[config.mk]
export PLATFORM = sky130hd
export DESIGN_NAME = mem_sp_hs_flat
export DESIGN_NICKNAME = d
export VERILOG_FILES = /design/src/rtl/mem_pkg.sv /design/src/rtl/mem_sp_hs_if.sv /design/src/rtl/mem_rsp_fifo.sv /design/src/rtl/mem_sp_hs.sv /design/src/flat_wrapper.sv
export SDC_FILE = /design/constraint.sdc
export NUM_CORES = 2
export LEC_CHECK = 0
export ABC_CLOCK_PERIOD_IN_PS = 4500
export CAP_MARGIN = 15
export CORE_MARGIN = 5
export CORE_UTILIZATION = 63
export DETAILED_ROUTE_END_ITERATION = 8
export GPL_ROUTABILITY_DRIVEN = 0
export PLACE_DENSITY = 0.81
export SYNTH_ARGS = -nofsm -noshare
export SYNTH_HDL_FRONTEND = slang
export SYNTH_MEMORY_MAX_BITS = 65536
export SYNTH_SLANG_ARGS = --single-unit
[constraint.sdc]
create_clock -name clk -period 4.5 [get_ports clk]
set_input_delay 0.9 -clock clk [delete_from_list [all_inputs] [get_ports clk]]
set_output_delay 0.9 -clock clk [all_outputs]
set_load 0.03 [all_outputs]
[src/rtl/mem_pkg.sv]
// rtl/mem_pkg.sv - shared types, latency limits and byte-parity helper for mem_sp_hs
package mem_pkg;

    typedef enum logic {
        ST_INIT = 1'b0,
        ST_RUN  = 1'b1
    } state_t;

    localparam int RD_LAT_MIN = 1;
    localparam int RD_LAT_MAX = 4;

    // Even parity: the stored bit makes the total count of ones in byte+bit even.
    function automatic logic byte_par(input logic [7:0] b);
        return ^b;
    endfunction

endpackage

[src/rtl/mem_sp_hs_if.sv]
// rtl/mem_sp_hs_if.sv - request/response handshake bundle for mem_sp_hs
interface mem_sp_hs_if #(
    parameter int DATA_W = 64,
    parameter int ADDR_W = 6
);
    logic                  req_valid;
    logic                  req_ready;
    logic                  req_we;
    logic [ADDR_W-1:0]     req_addr;
    logic [DATA_W-1:0]     req_wdata;
    logic [DATA_W/8-1:0]   req_be;
    logic                  req_perr_inj;
    logic                  rsp_valid;
    logic                  rsp_ready;
    logic [DATA_W-1:0]     rsp_rdata;
    logic                  rsp_err;

    modport master (
        output req_valid, req_we, req_addr, req_wdata, req_be, req_perr_inj, rsp_ready,
        input  req_ready, rsp_valid, rsp_rdata, rsp_err
    );

    modport slave (
        input  req_valid, req_we, req_addr, req_wdata, req_be, req_perr_inj, rsp_ready,
        output req_ready, rsp_valid, rsp_rdata, rsp_err
    );
endinterface

[src/rtl/mem_rsp_fifo.sv]
// rtl/mem_rsp_fifo.sv - small synchronous FIFO buffering read responses (data + error)
module mem_rsp_fifo #(
    parameter int W     = 65,
    parameter int DEPTH = 2
) (
    input  logic         clk,
    input  logic         rst_n,
    input  logic         push,
    input  logic [W-1:0] push_data,
    input  logic         pop,
    output logic         out_valid,
    output logic [W-1:0] out_data
);
    localparam int PW = (DEPTH > 1) ? $clog2(DEPTH) : 1;
    localparam int CW = $clog2(DEPTH + 1);

    logic [W-1:0]  buf_q [DEPTH];
    logic [PW-1:0] wr_ptr;
    logic [PW-1:0] rd_ptr;
    logic [CW-1:0] count;
    logic          do_pop;

    function automatic logic [PW-1:0] ptr_inc(input logic [PW-1:0] p);
        return (p == PW'(DEPTH - 1)) ? '0 : p + PW'(1);
    endfunction

    assign out_valid = (count != '0);
    assign do_pop    = pop && out_valid;
    // Output forced to zero when empty so reset leaves rsp_rdata/rsp_err at 0.
    assign out_data  = out_valid ? buf_q[rd_ptr] : '0;

    always_ff @(posedge clk) begin
        if (push) begin
            buf_q[wr_ptr] <= push_data;
        end
    end

    always_ff @(posedge clk) begin
        if (!rst_n) begin
            wr_ptr <= '0;
            rd_ptr <= '0;
            count  <= '0;
        end else begin
            if (push) begin
                wr_ptr <= ptr_inc(wr_ptr);
            end
            if (do_pop) begin
                rd_ptr <= ptr_inc(rd_ptr);
            end
            count <= count + CW'(push) - CW'(do_pop);
        end
    end
endmodule

[src/rtl/mem_sp_hs.sv]
// rtl/mem_sp_hs.sv - single-port memory with valid/ready request and buffered read response
// Optional byte parity storage and checking when MEM_PARITY_EN is defined.
module mem_sp_hs
    import mem_pkg::*;
#(
    parameter int                DATA_W   = 64,
    parameter int                ADDR_W   = 6,
    parameter int                RD_LAT   = 1,
    parameter logic [DATA_W-1:0] INIT_VAL = '0
) (
    input  logic        clk,
    input  logic        rst_n,
    mem_sp_hs_if.slave  bus,
    output logic        init_done
);
    localparam int DEPTH = 2 ** ADDR_W;
    localparam int NB    = DATA_W / 8;
    localparam int CRED  = RD_LAT + 1;
    localparam int CW    = $clog2(CRED + 1);

    state_t            state, state_nx;
    logic [ADDR_W-1:0] ptr, ptr_nx;
    logic [DATA_W-1:0] mem [DEPTH];
    logic [CW-1:0]     cnt;
    logic              acc, wr, rd, pop, rd_err;
    logic [RD_LAT-1:0] pv;
    logic [DATA_W:0]   pd [RD_LAT];
    logic              f_valid;
    logic [DATA_W:0]   f_data;

    assign acc = bus.req_valid && bus.req_ready;
    assign wr  = acc && bus.req_we;
    assign rd  = acc && !bus.req_we;
    assign pop = f_valid && bus.rsp_ready;

    // A response leaving this cycle frees its credit in time for a new accept.
    assign bus.req_ready = (state == ST_RUN) && ((cnt < CW'(CRED)) || pop);
    assign init_done     = (state == ST_RUN);

    always_ff @(posedge clk) begin
        if (!rst_n) begin
            state <= ST_INIT;
            ptr   <= '0;
        end else begin
            state <= state_nx;
            ptr   <= ptr_nx;
        end
    end

    always_comb begin
        state_nx = state;
        ptr_nx   = ptr;
        case (state)
            ST_INIT: begin
                ptr_nx = ptr + ADDR_W'(1);
                if (ptr == ADDR_W'(DEPTH - 1)) begin
                    state_nx = ST_RUN;
                end
            end
            default: ;
        endcase
    end

`ifdef MEM_PARITY_EN
    logic [NB-1:0] par [DEPTH];

    function automatic logic [NB-1:0] word_par(input logic [DATA_W-1:0] w);
        logic [NB-1:0] p;
        for (int i = 0; i < NB; i++) begin
            p[i] = byte_par(w[8*i +: 8]);
        end
        return p;
    endfunction

    assign rd_err = |(word_par(mem[bus.req_addr]) ^ par[bus.req_addr]);

    always_ff @(posedge clk) begin
        if (rst_n) begin
            if (state == ST_INIT) begin
                par[ptr] <= word_par(INIT_VAL);
            end else if (wr) begin
                for (int i = 0; i < NB; i++) begin
                    if (bus.req_be[i]) begin
                        par[bus.req_addr][i] <= byte_par(bus.req_wdata[8*i +: 8]) ^ bus.req_perr_inj;
                    end
                end
            end
        end
    end
`else
    assign rd_err = bus.req_perr_inj & 1'b0;
`endif

    always_ff @(posedge clk) begin
        if (rst_n) begin
            if (state == ST_INIT) begin
                mem[ptr] <= INIT_VAL;
            end else if (wr) begin
                for (int i = 0; i < NB; i++) begin
                    if (bus.req_be[i]) begin
                        mem[bus.req_addr][8*i +: 8] <= bus.req_wdata[8*i +: 8];
                    end
                end
            end
        end
    end

    // Read-latency pipeline; the last stage pushes into the response FIFO.
    always_ff @(posedge clk) begin
        if (!rst_n) begin
            pv  <= '0;
            cnt <= '0;
        end else begin
            pv[0] <= rd;
            for (int i = 1; i < RD_LAT; i++) begin
                pv[i] <= pv[i-1];
            end
            cnt <= cnt + CW'(rd) - CW'(pop);
        end
    end

    always_ff @(posedge clk) begin
        pd[0] <= {rd_err, mem[bus.req_addr]};
        for (int i = 1; i < RD_LAT; i++) begin
            pd[i] <= pd[i-1];
        end
    end

    mem_rsp_fifo #(
        .W     (DATA_W + 1),
        .DEPTH (CRED)
    ) u_rsp_fifo (
        .clk       (clk),
        .rst_n     (rst_n),
        .push      (pv[RD_LAT-1]),
        .push_data (pd[RD_LAT-1]),
        .pop       (bus.rsp_ready),
        .out_valid (f_valid),
        .out_data  (f_data)
    );

    assign bus.rsp_valid = f_valid;
    assign bus.rsp_err   = f_data[DATA_W];
    assign bus.rsp_rdata = f_data[DATA_W-1:0];
endmodule

[src/flat_wrapper.sv]
// flat-port wrapper written by rule: the top's interface ports become plain ports
module mem_sp_hs_flat import mem_pkg::*;
#(
    parameter int                DATA_W   = 64,
    parameter int                ADDR_W   = 6,
    parameter int                RD_LAT   = 1,
    parameter logic [DATA_W-1:0] INIT_VAL = '0
)
  (clk, rst_n, init_done, bus_req_valid, bus_req_we, bus_req_addr, bus_req_wdata, bus_req_be, bus_req_perr_inj, bus_rsp_ready, bus_req_ready, bus_rsp_valid, bus_rsp_rdata, bus_rsp_err);
  mem_sp_hs_if #(.DATA_W(DATA_W), .ADDR_W(ADDR_W)) bus_i ();
  input  logic clk;
  input  logic rst_n;
  output logic init_done;
  input wire logic [$bits(bus_i.req_valid)-1:0] bus_req_valid;
  input wire logic [$bits(bus_i.req_we)-1:0] bus_req_we;
  input wire logic [$bits(bus_i.req_addr)-1:0] bus_req_addr;
  input wire logic [$bits(bus_i.req_wdata)-1:0] bus_req_wdata;
  input wire logic [$bits(bus_i.req_be)-1:0] bus_req_be;
  input wire logic [$bits(bus_i.req_perr_inj)-1:0] bus_req_perr_inj;
  input wire logic [$bits(bus_i.rsp_ready)-1:0] bus_rsp_ready;
  output wire logic [$bits(bus_i.req_ready)-1:0] bus_req_ready;
  output wire logic [$bits(bus_i.rsp_valid)-1:0] bus_rsp_valid;
  output wire logic [$bits(bus_i.rsp_rdata)-1:0] bus_rsp_rdata;
  output wire logic [$bits(bus_i.rsp_err)-1:0] bus_rsp_err;
  assign bus_i.req_valid = bus_req_valid;
  assign bus_i.req_we = bus_req_we;
  assign bus_i.req_addr = bus_req_addr;
  assign bus_i.req_wdata = bus_req_wdata;
  assign bus_i.req_be = bus_req_be;
  assign bus_i.req_perr_inj = bus_req_perr_inj;
  assign bus_i.rsp_ready = bus_rsp_ready;
  assign bus_req_ready = bus_i.req_ready;
  assign bus_rsp_valid = bus_i.rsp_valid;
  assign bus_rsp_rdata = bus_i.rsp_rdata;
  assign bus_rsp_err = bus_i.rsp_err;
  mem_sp_hs #(.DATA_W(DATA_W), .ADDR_W(ADDR_W), .RD_LAT(RD_LAT), .INIT_VAL(INIT_VAL)) u_core (.clk(clk), .rst_n(rst_n), .bus(bus_i), .init_done(init_done));
endmodule
* Word level (Yosys, flattened, before mapping)
Memories as Yosys holds them, arrays and structs flattened. A register that Yosys moved wholly into a read port is not among the register bits.
Index checks and enable logic that the tools add are counted.
** Storage, ports and cells
- Register bits after elaboration :: 14
- Bits in writable memories :: 4290
- Memories kept :: 3
** Cells by class
- Add/subtract/negate cells :: 7
- $lt $le $gt $ge :: 1
- Equality and inequality tests :: 1
- Mux-type cells :: 55
- Reduce and logical (&&, ||, !) cells :: 9
** Memories
- u_core.mem :: words 64, width 64, rd ports 1, clocked after memory_dff 0, write ports 1, RTL line mem_sp_hs.sv:23 : logic [DATA_W-1:0] mem [DEPTH];
- u_core.u_rsp_fifo.buf_q :: words 2, width 65, rd ports 1, clocked after memory_dff 1, write ports 1, RTL line mem_rsp_fifo.sv:17 : logic [W-1:0] buf_q [DEPTH];
- u_core.pd :: words 1, width 64, rd ports 1, clocked after memory_dff 0, write ports 1, RTL line mem_sp_hs.sv:27 : logic [DATA_W:0] pd [RD_LAT];
** Operators with widths (count)
- 65-bit two-way mux :: 1
- 64-bit two-way mux :: 1
- 64-bit OR reduction :: 1
- 1-bit two-way mux :: 51
- 8-bit two-way mux :: 1
- 6-bit by 1-bit adder with 6-bit output (second input constant) :: 1
- 6-bit equality test (second input constant) :: 1
- 6-bit two-way mux :: 1
- 1-bit logical AND :: 5
- 2-bit by 1-bit adder with 2-bit output :: 2
- 2-bit by 1-bit subtractor with 2-bit output :: 2
- 1-bit adder (second input constant) :: 2
- 2-bit < comparator (second input constant) :: 1
- 2-bit nonzero test :: 1
- 1-bit zero test :: 1
- 1-bit logical OR :: 1

* Longest topological paths before layout
- Word-level depth :: 12
- Mapped depth :: 9

* Modules after synthesis
A second synthesis with hierarchy kept.
** Second synthesis, totals
- Cell total of the unflattened synthesis :: 7779
- Area total of the unflattened synthesis :: 165108.4 µm²
** By module, submodules not included
- mem_sp_hs :: instances 1, cells an instance 7482, area an instance 159913.4 µm²
- mem_rsp_fifo :: instances 1, cells an instance 297, area an instance 5195.0 µm²

* Worst setup path before layout
No wires, ideal clock.
- Kind :: input to register
- Start :: input rst_n
- End :: memory u_core.mem[5][24], enable pin
- Arrival :: 3.710 ns
- Data required time :: 4.081 ns
- Slack :: 0.370 ns
- Stages :: 7
- Path through :: buf_4 -> nand3_1 -> a211o_4 -> buf_6 -> or4_1 -> clkbuf_2 -> a2111oi_0
** On the way
- Longest elaborated chain between the ends :: 4
** RTL lines
- from (decl) :: RTL line flat_wrapper.sv:12 : input logic rst_n;
- 1-bit two-way mux :: RTL line mem_sp_hs.sv:95 : if (rst_n) begin
- 1-bit two-way mux (not written as such) :: RTL line mem_sp_hs.sv:101 : mem[bus.req_addr][8*i +: 8] <= bus.req_wdata[8*i +: 8];
- 64-bit OR reduction (no source line)
- 6-bit two-way mux (no source line) / 8-bit two-way mux (equally long branches)
- to (decl) :: RTL line mem_sp_hs.sv:23
Several ways; a longest one is shown, not always the timed one.

* Final worst setup path
- Start :: input bus_req_be[5]
- End :: memory u_core.mem[55][60], enable pin
** On the way
- Longest elaborated chain between the ends :: 7
** RTL lines
- from (decl) :: RTL line flat_wrapper.sv:18 : input wire logic [$bits(bus_i.req_be)-1:0] bus_req_be;
- 1-bit two-way mux (*) :: RTL line mem_sp_hs.sv:100 : if (bus.req_be[i]) begin
- 1-bit two-way mux (*) :: RTL line mem_sp_hs.sv:98 : end else if (wr) begin
- 1-bit two-way mux (*) :: RTL line mem_sp_hs.sv:96 : if (state == ST_INIT) begin
- 1-bit two-way mux (*) :: RTL line mem_sp_hs.sv:95
- 1-bit two-way mux (not written as such) (*) :: RTL line mem_sp_hs.sv:101
- 64-bit OR reduction (no source line) (*)
- 6-bit two-way mux (no source line) / 8-bit two-way mux (equally long branches)
Every way passes the cells marked *; elsewhere a longest branch is shown, timed or not.

==> flow_metrics.py <==
metrics = {
    "run_status": {
        "status": "complete, no violations",
    },
    "clocking": {
        "clkLatencyLatePin_ns": 0.97,
        "cts_resized": 0,
        "cts_tree": "done",
        "cts_made_buffers": 410,
        "clk_pin_slew_ns": 0.06,
        "cts.sinks": 4303,
        "cts-root-buf": "clkbuf_16",
        "ctsHtreeMaxLevel": 5,
        "clock_path_buffers": 4,
        "hold_buffers": 0,
        "cts_setup_buffers": 0,
    },
    "timing": {
        "tightestPinTransition_ns": 1.27,
        "setup_violations": 0,
        "max_clock_freq_mhz": 243,
        "timing.slew.headroom": 0.155,
        "rsz0062_at_grt": "false",
        "maxSlewViolCount": 0,
        "hold_violations": 0,
        "fin_crit_ns": 4.12,
        "period_share": 0.916,
        "fin_worst_skew_ns": 0.0750,
        "holdWs_ns": 0.388,
    },
    "die": {
        "start_util": 0.633,
        "io_pins": 152,
        "design.core.area_um2": 265000,
        "die_area_um2": 277000,
        "dieHeight_um": 526,
        "dieWidth_um": 526,
        "row_count": 189,
    },
    "route": {
        "drt-initial-drc-count": 18200,
        "drt_first_pass_iters": 9,
        "viasPerCell": 7.73,
        "wl_um": 507000,
        "drc_errors": 0,
        "wl_per_cell_um": 40.7,
        "ant_nets": 0,
        "num_vias": 96300,
    },
    "critical_path": {
        "worst_path_largest_cell_delay_ns": 0.97,
        "cp_slowest_cell": "a221oi_1",
        "r2r_start": "u_core.u_rsp_fifo.count[1]",
        "crit_family": "buffers and inverters",
        "arrival_ns": 4.72,
        "crit_buf_inv": 5,
        "worstSetupEndpoint": "u_core.mem[55][60]",
        "timing.critical_path.from": "bus_req_be[5]",
        "critPathRequiredTime_ns": 5.10,
        "crit_path_end_kind": "register",
        "setup.worst_path.class": "input pin to register",
        "ff2ff_path_depth": 7,
        "path_cells": "clkdlybuf4s50_1, nor4_1, buf_4, and2_4, buf_12, o21ai_4, buf_12, a221oi_1, buf_4",
        "r2r_end": "u_core.mem[55][60]",
        "worstSetupPathDepth": 9,
        "cp_max_fo": 36,
        "startpoint_type": "input pin",
        "r2r_slack_ns": 0.48,
    },
    "global_routing": {
        "grt-ovfl-total": 0,
        "grt_pass1_vias": 96400,
        "antenna_found_initial": 33,
        "grt_pass1_wl_um": 718000,
        "grt_usage": 0.366,
        "grt_max_degree": 73,
    },
    "pwr": {
        "fin_total_pwr_w": 0.0826,
        "ir_drop_mv": 0.421,
        "powerDensity_nw_per_um2": 425,
        "leakagePower_nw": 64.8,
    },
    "placed_design": {
        "dpl.cell_count": 11700,
        "portBuffers": 149,
        "dpl.hpwl_um": 282000,
    },
    "synthesis": {
        "synth-edff-count": 4224,
        "ys.flop_type": "edfxtp_1",
        "yosys_warnings": 0,
        "ys_types": 49,
        "ys_ff_latch": 4303,
        "syn_area_um2": 168000,
        "synthArstFlopShare": 0,
        "ys_seq_area_frac": 0.766,
        "syn_nets": 7838,
        "avgSynthCellArea_um2": 21.6,
        "synth_cells": 7749,
    },
    "layout": {
        "final_util": 0.733,
        "fin_cells": 12500,
        "mostFrequentLayoutCells": "edfxtp_1, mux4_2, buf_4",
        "drive_gt1_frac": 0.335,
        "syn_to_final_growth_pct": 15.9,
        "finish.net_count": 8656,
        "layout_commonest_cell": "edfxtp_1",
    },
    "flow_run": {
        "cap_viol_max_count": 0,
    },
    "worst_hold_path": {
        "hold_path_class": "register to register",
        "worstHoldPathCells": 0,
    },
}
[where the power goes]
| part | internal (W) | total (W) | switching [W] |
|---|---|---|---|
| Sequential | 0.0436 | 0.0437 | 0.000169 |
| Combinational | 0.00158 | 0.00414 | 0.00256 |
| Clock | 0.0195 | 0.0347 | 0.0152 |
| Total | 0.0647 | 0.0826 | 0.0179 |
[metal layers]
layer  global-route usage  up-vias  routed length, um
met5              0.00519        -                169
met4                0.232       20              42100
met3                0.119     2301              74600
met2                0.560    10200             236000
met1                0.457    48400             154000
li1                     -    35300                  -
[layout make-up]
type	instances	area, um2
Multi-Input combinational cell	2757	37900
Sequential cell	4303	128000
Inverter	7	26.3
Fill cell	13200	70700
Tap cell	3533	4420
Antenna cell	19	47.5
Clock inverter	241	2440
Clock buffer	510	10800
Timing Repair Buffer	1088	10300
[registers in the layout, summed over array words and instances, names as in the netlist, named ones only]
name / flops
u_core.u_rsp_fifo.buf_q: 128
u_core.init_done: 1
u_core.u_rsp_fifo.wr_ptr: 1
u_core.ptr: 6
u_core.u_rsp_fifo.rd_ptr: 1
u_core.pd: 64
u_core.cnt: 2
u_core.u_rsp_fifo.count: 2
u_core.mem: 4096
u_core.pv: 1
[logic make-up (layout without fill, tap and decap cells)]
logic type / Yosys count / count (layout) / synth area share
adder cells (fa/ha/maj): 5 / 5 / 0.000373
buffers and inverters: 689 / 1846 / 0.0184
multiplexers: 1089 / 1089 / 0.141
XOR/XNOR: 9 / 9 / 0.000470
AND/OR/NAND/NOR: 322 / 322 / 0.0111
other: 1 / 20 / 0.0000224
AO/OA/AOI/OAI: 1331 / 1331 / 0.0627
flip-flops: 4303 / 4303 / 0.766
[stage by stage]
step | instance area, um2 | setup WS [ns] | TNS [ns]
floorplan | 168000 | 0.370 | 0
global placement | 181000 | -0.0165 | -0.127
detailed placement | 181000 | -0.0689 | -1.27
CTS | 194000 | 0.364 | 0
global route | 194000 | 0.312 | 0
finish | 194000 | 0.377 | 0
[worst register-to-register path: cells and delay by family, from the launching register on]
family	cells	cell delay, ns
buffers and inverters	3	1.15
flip-flops	1	0.45
AND/OR/NAND/NOR	1	0.44
AO/OA/AOI/OAI	3	1.65
[cells in the mapped netlist (30+ instances only)]
cell type / n / area (um2)
mux2i_1: 65 / 651
buf_1: 81 / 304
buf_2: 148 / 741
o21ai_1: 30 / 150
or4_1: 96 / 721
dfxtp_1: 79 / 1580
mux4_2: 1024 / 23100
a2111oi_2: 64 / 961
and3_1: 65 / 407
a2111oi_0: 68 / 596
edfxtp_1: 4224 / 127000
a2111oi_1: 124 / 1240
a221oi_1: 248 / 2170
a22oi_1: 512 / 3840
a21oi_1: 263 / 1320
buf_6: 33 / 372
nor2_1: 100 / 375
clkbuf_1: 392 / 1470
[worst min path at each step]
stage / start / endpoint
detailed placement: u_core.pd[0][16] / u_core.u_rsp_fifo.buf_q[0][16]
global placement: u_core.pd[0][51] / u_core.u_rsp_fifo.buf_q[0][51]
CTS: u_core.pd[0][7] / u_core.u_rsp_fifo.buf_q[1][7]
global route: u_core.pd[0][7] / u_core.u_rsp_fifo.buf_q[0][7]
floorplan: u_core.pd[0][0] / u_core.u_rsp_fifo.buf_q[0][0]
finish: u_core.pd[0][7] / u_core.u_rsp_fifo.buf_q[1][7]
No activity file was read; power rests on OpenSTA's default activity.
